[src/rtl/instr_fetch_decode_if.sv]
// Fetch/decode bus: redirect and stall controls, instruction-memory handshake,
// and decoded fields handed to the control stage.
interface instr_fetch_decode_if;
  logic        stall;
  logic        branch_taken;
  logic [63:0] branch_target;
  logic        imem_req;
  logic [63:0] imem_addr;
  logic [31:0] imem_rdata;
  logic        imem_valid;
  logic        instr_valid;
  logic [63:0] pc_out;
  logic [6:0]  Opcode;
  logic [3:0]  Funct;
  logic [4:0]  rs1;
  logic [4:0]  rs2;
  logic [4:0]  rd;
  logic [63:0] imm;

  modport master (
    input  stall, branch_taken, branch_target, imem_rdata, imem_valid,
    output imem_req, imem_addr, instr_valid, pc_out, Opcode, Funct, rs1, rs2, rd, imm
  );

  modport slave (
    output stall, branch_taken, branch_target, imem_rdata, imem_valid,
    input  imem_req, imem_addr, instr_valid, pc_out, Opcode, Funct, rs1, rs2, rd, imm
  );
endinterface

[src/rtl/instr_fetch_decode.sv]
// Three-state fetch/issue unit: requests one instruction word at PC, latches it
// into IR and presents combinational decode fields until downstream accepts.
module instr_fetch_decode (
  input  logic                  clk,
  input  logic                  reset_n,
  instr_fetch_decode_if.master  bus
);
  typedef enum logic [1:0] {IDLE, FETCH, ISSUE} state_t;

  localparam logic [31:0] NOP = 32'h0000_0013;

  state_t      r_state;
  logic [63:0] r_pc;
  logic [63:0] r_pc_out;
  logic [31:0] r_ir;
  logic        r_imem_req;
  logic        r_instr_valid;

  logic [63:0] w_redirect;
  logic [63:0] w_imm;

  assign w_redirect = {bus.branch_target[63:2], 2'b00};

  // A redirect always wins over stall and over a same-cycle memory response.
  always_ff @(posedge clk) begin
    if (!reset_n) begin
      r_state       <= IDLE;
      r_pc          <= 64'd0;
      r_ir          <= NOP;
      r_pc_out      <= 64'd0;
      r_imem_req    <= 1'b0;
      r_instr_valid <= 1'b0;
    end else begin
      case (r_state)
        IDLE: begin
          r_state    <= FETCH;
          r_imem_req <= 1'b1;
        end
        FETCH: begin
          if (bus.branch_taken) begin
            r_pc          <= w_redirect;
            r_imem_req    <= 1'b1;
            r_instr_valid <= 1'b0;
          end else if (bus.imem_valid) begin
            r_ir          <= bus.imem_rdata;
            r_pc_out      <= r_pc;
            r_pc          <= r_pc + 64'd4;
            r_state       <= ISSUE;
            r_imem_req    <= 1'b0;
            r_instr_valid <= 1'b1;
          end
        end
        ISSUE: begin
          if (bus.branch_taken) begin
            r_pc          <= w_redirect;
            r_state       <= FETCH;
            r_imem_req    <= 1'b1;
            r_instr_valid <= 1'b0;
          end else if (!bus.stall) begin
            r_state       <= FETCH;
            r_imem_req    <= 1'b1;
            r_instr_valid <= 1'b0;
          end
        end
        default: begin
          r_state       <= IDLE;
          r_imem_req    <= 1'b0;
          r_instr_valid <= 1'b0;
        end
      endcase
    end
  end

  // Only loads, ALU-immediates, stores and branches carry an immediate.
  always_comb begin
    w_imm = 64'd0;
    case (r_ir[6:0])
      7'b0000011,
      7'b0010011: w_imm = {{52{r_ir[31]}}, r_ir[31:20]};
      7'b0100011: w_imm = {{52{r_ir[31]}}, r_ir[31:25], r_ir[11:7]};
      7'b1100011: w_imm = {{51{r_ir[31]}}, r_ir[31], r_ir[7], r_ir[30:25], r_ir[11:8], 1'b0};
      default:    w_imm = 64'd0;
    endcase
  end

  assign bus.imem_req    = r_imem_req;
  assign bus.imem_addr   = r_pc;
  assign bus.instr_valid = r_instr_valid;
  assign bus.pc_out      = r_pc_out;
  assign bus.Opcode      = r_ir[6:0];
  assign bus.Funct       = {r_ir[30], r_ir[14:12]};
  assign bus.rs1         = r_ir[19:15];
  assign bus.rs2         = r_ir[24:20];
  assign bus.rd          = r_ir[11:7];
  assign bus.imm         = w_imm;
endmodule

[src/flat_wrapper.sv]
// flat-port wrapper written by rule: the top's interface ports become plain ports
module instr_fetch_decode_flat 
  (clk, reset_n, bus_stall, bus_branch_taken, bus_branch_target, bus_imem_rdata, bus_imem_valid, bus_imem_req, bus_imem_addr, bus_instr_valid, bus_pc_out, bus_Opcode, bus_Funct, bus_rs1, bus_rs2, bus_rd, bus_imm);
  instr_fetch_decode_if bus_i ();
  input  logic clk;
  input  logic reset_n;
  input wire logic [$bits(bus_i.stall)-1:0] bus_stall;
  input wire logic [$bits(bus_i.branch_taken)-1:0] bus_branch_taken;
  input wire logic [$bits(bus_i.branch_target)-1:0] bus_branch_target;
  input wire logic [$bits(bus_i.imem_rdata)-1:0] bus_imem_rdata;
  input wire logic [$bits(bus_i.imem_valid)-1:0] bus_imem_valid;
  output wire logic [$bits(bus_i.imem_req)-1:0] bus_imem_req;
  output wire logic [$bits(bus_i.imem_addr)-1:0] bus_imem_addr;
  output wire logic [$bits(bus_i.instr_valid)-1:0] bus_instr_valid;
  output wire logic [$bits(bus_i.pc_out)-1:0] bus_pc_out;
  output wire logic [$bits(bus_i.Opcode)-1:0] bus_Opcode;
  output wire logic [$bits(bus_i.Funct)-1:0] bus_Funct;
  output wire logic [$bits(bus_i.rs1)-1:0] bus_rs1;
  output wire logic [$bits(bus_i.rs2)-1:0] bus_rs2;
  output wire logic [$bits(bus_i.rd)-1:0] bus_rd;
  output wire logic [$bits(bus_i.imm)-1:0] bus_imm;
  assign bus_i.stall = bus_stall;
  assign bus_i.branch_taken = bus_branch_taken;
  assign bus_i.branch_target = bus_branch_target;
  assign bus_i.imem_rdata = bus_imem_rdata;
  assign bus_i.imem_valid = bus_imem_valid;
  assign bus_imem_req = bus_i.imem_req;
  assign bus_imem_addr = bus_i.imem_addr;
  assign bus_instr_valid = bus_i.instr_valid;
  assign bus_pc_out = bus_i.pc_out;
  assign bus_Opcode = bus_i.Opcode;
  assign bus_Funct = bus_i.Funct;
  assign bus_rs1 = bus_i.rs1;
  assign bus_rs2 = bus_i.rs2;
  assign bus_rd = bus_i.rd;
  assign bus_imm = bus_i.imm;
  instr_fetch_decode u_core (.clk(clk), .reset_n(reset_n), .bus(bus_i));
endmodule
[config.mk]
export PLATFORM = sky130hd
export DESIGN_NAME = instr_fetch_decode_flat
export DESIGN_NICKNAME = d
export VERILOG_FILES = /design/src/rtl/instr_fetch_decode_if.sv /design/src/rtl/instr_fetch_decode.sv /design/src/flat_wrapper.sv
export SDC_FILE = /design/constraint.sdc
export NUM_CORES = 1
export LEC_CHECK = 0
export BUFFER_PORTS_ARGS = -buffer_cell sky130_fd_sc_hd__clkbuf_2
export CAP_MARGIN = 20
export CORE_MARGIN = 2
export CORE_UTILIZATION = 45
export CTS_CLUSTER_SIZE = 8
export DETAILED_ROUTE_END_ITERATION = 8
export GPL_TIMING_DRIVEN = 0
export PLACE_DENSITY = 0.85
export RECOVER_POWER = 25
export SLEW_MARGIN = 20
export SYNTH_ARGS = -nofsm -noshare
export SYNTH_HDL_FRONTEND = slang
export SYNTH_SLANG_ARGS = --single-unit
[constraint.sdc]
create_clock -name clk -period 3.2 [get_ports clk]
set_input_delay 0.32 -clock clk [delete_from_list [all_inputs] [get_ports clk]]
set_output_delay 0.32 -clock clk [all_outputs]
set_load 0.005 [all_outputs]
==> impl_metrics.env <==
export IMPL_status="finished, final reports clean"
export IMPL_coreArea_um2=18600
export IMPL_nets=1580
export IMPL_yosys_warnings=0
export IMPL_fin_area_um2=10900
export IMPL_hold_viol=0
export IMPL_gp_congestion=1.01
export IMPL_cts_buffers=17
export IMPL_dr_pass1_iters=6
export IMPL_drc=0
export IMPL_synth_edff_count=0
export IMPL_vias_per_cell=5.86
export IMPL_path_class="register to register"
export IMPL_switchingPower_mw=1.45
export IMPL_fmax_mhz=339
export IMPL_cts_tree="built"
export IMPL_ir_worst_vdd_mv=0.469
export IMPL_clk_pin_slew_ns=0.07
export IMPL_portBuffers=313
export IMPL_wl_per_cell_um=20.4
export IMPL_synth_cell_type_count=69
export IMPL_power_density_nw_per_um2=456
export IMPL_diodes=0
export IMPL_synth_top_area_share=0.379
export IMPL_whs_endpoint="u_core.r_ir[31]"
export IMPL_end_kind="register"
export IMPL_r2r_slack_ns=0.25
export IMPL_grt_max_degree=28
export IMPL_rsz0062_at_grt="false"
export IMPL_area_sequential_um2=3200
export IMPL_drt_iter0_markers=973
export IMPL_finalSetupViolCount=0
export IMPL_cp_arrival_ns=3.31
export IMPL_die_area_um2=19900
export IMPL_path_max_fanout=10
export IMPL_combPwrFrac=0.139
export IMPL_period_needed_ns=2.95
export IMPL_total_power_mw=4.99
export IMPL_p_leak_nw=4.64
export IMPL_r2r_end="u_core.bus.imem_addr[37]"
export IMPL_ys_flop_type="dfxtp_1"
export IMPL_placed_area_um2=10400
export IMPL_grt_pass1_vias=9253
export IMPL_totalNegativeSetupSlack_ns=0
export IMPL_startpoint_type="register"
export IMPL_hp_start="bus_imem_rdata[31]"
export IMPL_syn_cell_area_um2=8450
export IMPL_die_y_um=141
export IMPL_r2r_start="u_core.r_state[0]"
export IMPL_ios=321
export IMPL_grt_antenna_before_repair=0
export IMPL_syn_to_final_growth_pct=29.4
export IMPL_finalClockSkew_ns=0.0119
export IMPL_fp_dieW_um=141
export IMPL_synth_seq_cells=160
export IMPL_layout_worst_path_cycle_share=0.921
export IMPL_syn_inst=1141
export IMPL_grt_overflow=0
export IMPL_switching_share=0.290
export IMPL_std_cell_rows=50
export IMPL_max_slew_margin_rel=0.345
export IMPL_synthTopCellsByArea="dfxtp_1 38%, nand2_1 13%, a21oi_1 7.7%"
export IMPL_clkSinkCount=160
export IMPL_worstRegToRegCells=6
export IMPL_drv_cap=0
export IMPL_ys_async_sr_fraction=0
export IMPL_drv_slew=0
export IMPL_worst_pin_slew_ns=0.983
export IMPL_ys_seq_area_frac=0.379
export IMPL_multi_input_area_um2=4370
export IMPL_cts_hold_buf=0
export IMPL_pwr_share_clk=0.422
export IMPL_required_ns=3.56
export IMPL_htree_num_levels=4
export IMPL_place_hpwl_um=26000
export IMPL_grt_pass1_wl_um=52500
export IMPL_clk_latency_ns=0.44
export IMPL_start_util=0.455
export IMPL_synth_top_cell_by_area="dfxtp_1"
export IMPL_pwr_share_seq=0.439
export IMPL_hold_class="input port to register"
export IMPL_via_count=10103
export IMPL_wl_um=35100
export IMPL_syn_avg_cell_area_um2=7.41
export IMPL_p_int_mw=3.54
export IMPL_grtUsageTotal=0.343
export IMPL_clock_path_buffers=2
export IMPL_cts_root_buf="clkbuf_16"
export IMPL_holdWs_ns=0.105
export IMPL_whs_path_depth=3
export IMPL_ant_nets=0
export IMPL_fin_util=0.588
export IMPL_drive_above_1_share=0.280
export IMPL_fillers=1773
-- state kept, by name (all words and copies together), names as in the netlist --
name                    count
u_core.bus.imem_addr       62
u_core.bus.imem_req         1
u_core.bus.instr_valid      1
u_core.bus.pc_out          62
u_core.r_ir                32
u_core.r_state              2
-- power by group through the flow --
stage | combinational [mW] | sequential (mW) | clock [mW]
after floorplan | 0.360 | 2.19 | 0
after global placement | 0.663 | 2.23 | 0
after detailed placement | 0.673 | 2.23 | 0
after CTS | 0.679 | 2.18 | 2.11
after global routing | 0.743 | 2.20 | 2.19
final | 0.693 | 2.19 | 2.11
-- cells in the final DEF, fill, tap and decap left out, drive strengths merged, types with 5 or more instances in the layout --
master	count
buf	79
o31ai	8
clkbuf	409
a22o	9
nand2	286
nor4	19
o31a	8
o22ai	7
a22oi	10
a32o	6
o21ai	47
dfxtp	160
nand3	43
inv	14
mux2i	5
o211ai	6
and2	8
a31oi	15
or3	7
and4	10
nand4	21
and3	24
nor2b	10
a21oi	130
nor2	58
o21a	5
nor3	22
-- cells by family after synthesis --
kind of cell	Yosys count	synth area share
flip-flops	160	0.379
adder cells (fa/ha/maj)	1	0.00148
AO/OA/AOI/OAI	285	0.208
multiplexers	5	0.00592
AND/OR/NAND/NOR	525	0.296
buffers and inverters	164	0.110
other	1	0.000444
-- how the worst max path moves through the flow --
stage,cells after the start,endpoint,slack [ns],startpoint
after global routing,8,bus_imm[13],0.08,u_core.r_ir[2]
after detailed placement,8,bus_imm[60],0.06,u_core.r_ir[2]
after floorplan,6,bus_imm[13],0.29,u_core.r_ir[2]
after CTS,8,bus_imm[60],0.11,u_core.r_ir[2]
after global placement,7,bus_imm[62],-0.51,u_core.r_ir[2]
final,6,u_core.bus.imem_addr[37],0.25,u_core.r_state[0]
-- metal layers --
layer,routed length (µm),global-route usage,vias up,share of wire
met5,0,0,-,0
met3,4030,0.0771,162,0.11
met2,16200,0.568,717,0.46
met1,12800,0.413,4609,0.37
met4,2060,0.192,0,0.059
li1,-,-,4615,-
-- cells in the mapped netlist, types with 3 or more instances --
library cell	instances
o22ai_1	7
buf_1	6
and4_1	9
and3_1	23
o311a_1	3
mux2i_1	5
or3_1	5
o31a_1	8
o21ai_0	46
nor2b_1	9
o211ai_1	6
o21a_1	5
nand2_1	284
inv_1	9
buf_2	6
and2_1	7
a31oi_1	15
a41oi_1	4
nor4_2	3
or4_1	3
a21o_1	4
nor3_1	20
dfxtp_1	160
a211oi_1	3
nand3b_1	4
nor3b_1	4
a22o_1	9
nor2_1	58
nand3_1	41
nand4_1	19
a32o_1	6
a311oi_1	4
a22oi_1	10
nor4_1	15
o31ai_1	8
a21oi_1	130
buf_4	81
clkbuf_1	62
-- critical path, stage by stage (launching register included) --
cell       delay [ns]
dfxtp_1          0.43
nand2b_1         0.17
o2bb2ai_1        0.79
clkbuf_1         0.45
buf_1            0.56
nand3_1          0.25
a31oi_1          0.22
-- stage by stage --
step,setup WS [ns],cells
2_1_floorplan,0.291,1144
3_3_place_gp,-0.511,1691
3_5_place_dp,0.0629,1692
4_1_cts,0.106,1725
5_1_grt,0.0795,1725
6_report,0.253,1725
-- layout make-up --
type | instances | area share
clock inverters | 13 | 0.0136
plain buffers | 155 | 0.0817
clock buffers | 19 | 0.0414
multi-input cells | 821 | 0.400
inverters | 9 | 0.00309
flip-flops and latches | 160 | 0.293
well taps | 234 | 0.0268
repair buffers | 314 | 0.141
-- what timing repair did --
item                       4_1_cts  5_1_grt
setup endpoints to repair       52       27
cloned                           1        0
resized for setup                2        1
setup buffers                    0        0
Power figures use the tool's default switching activity.
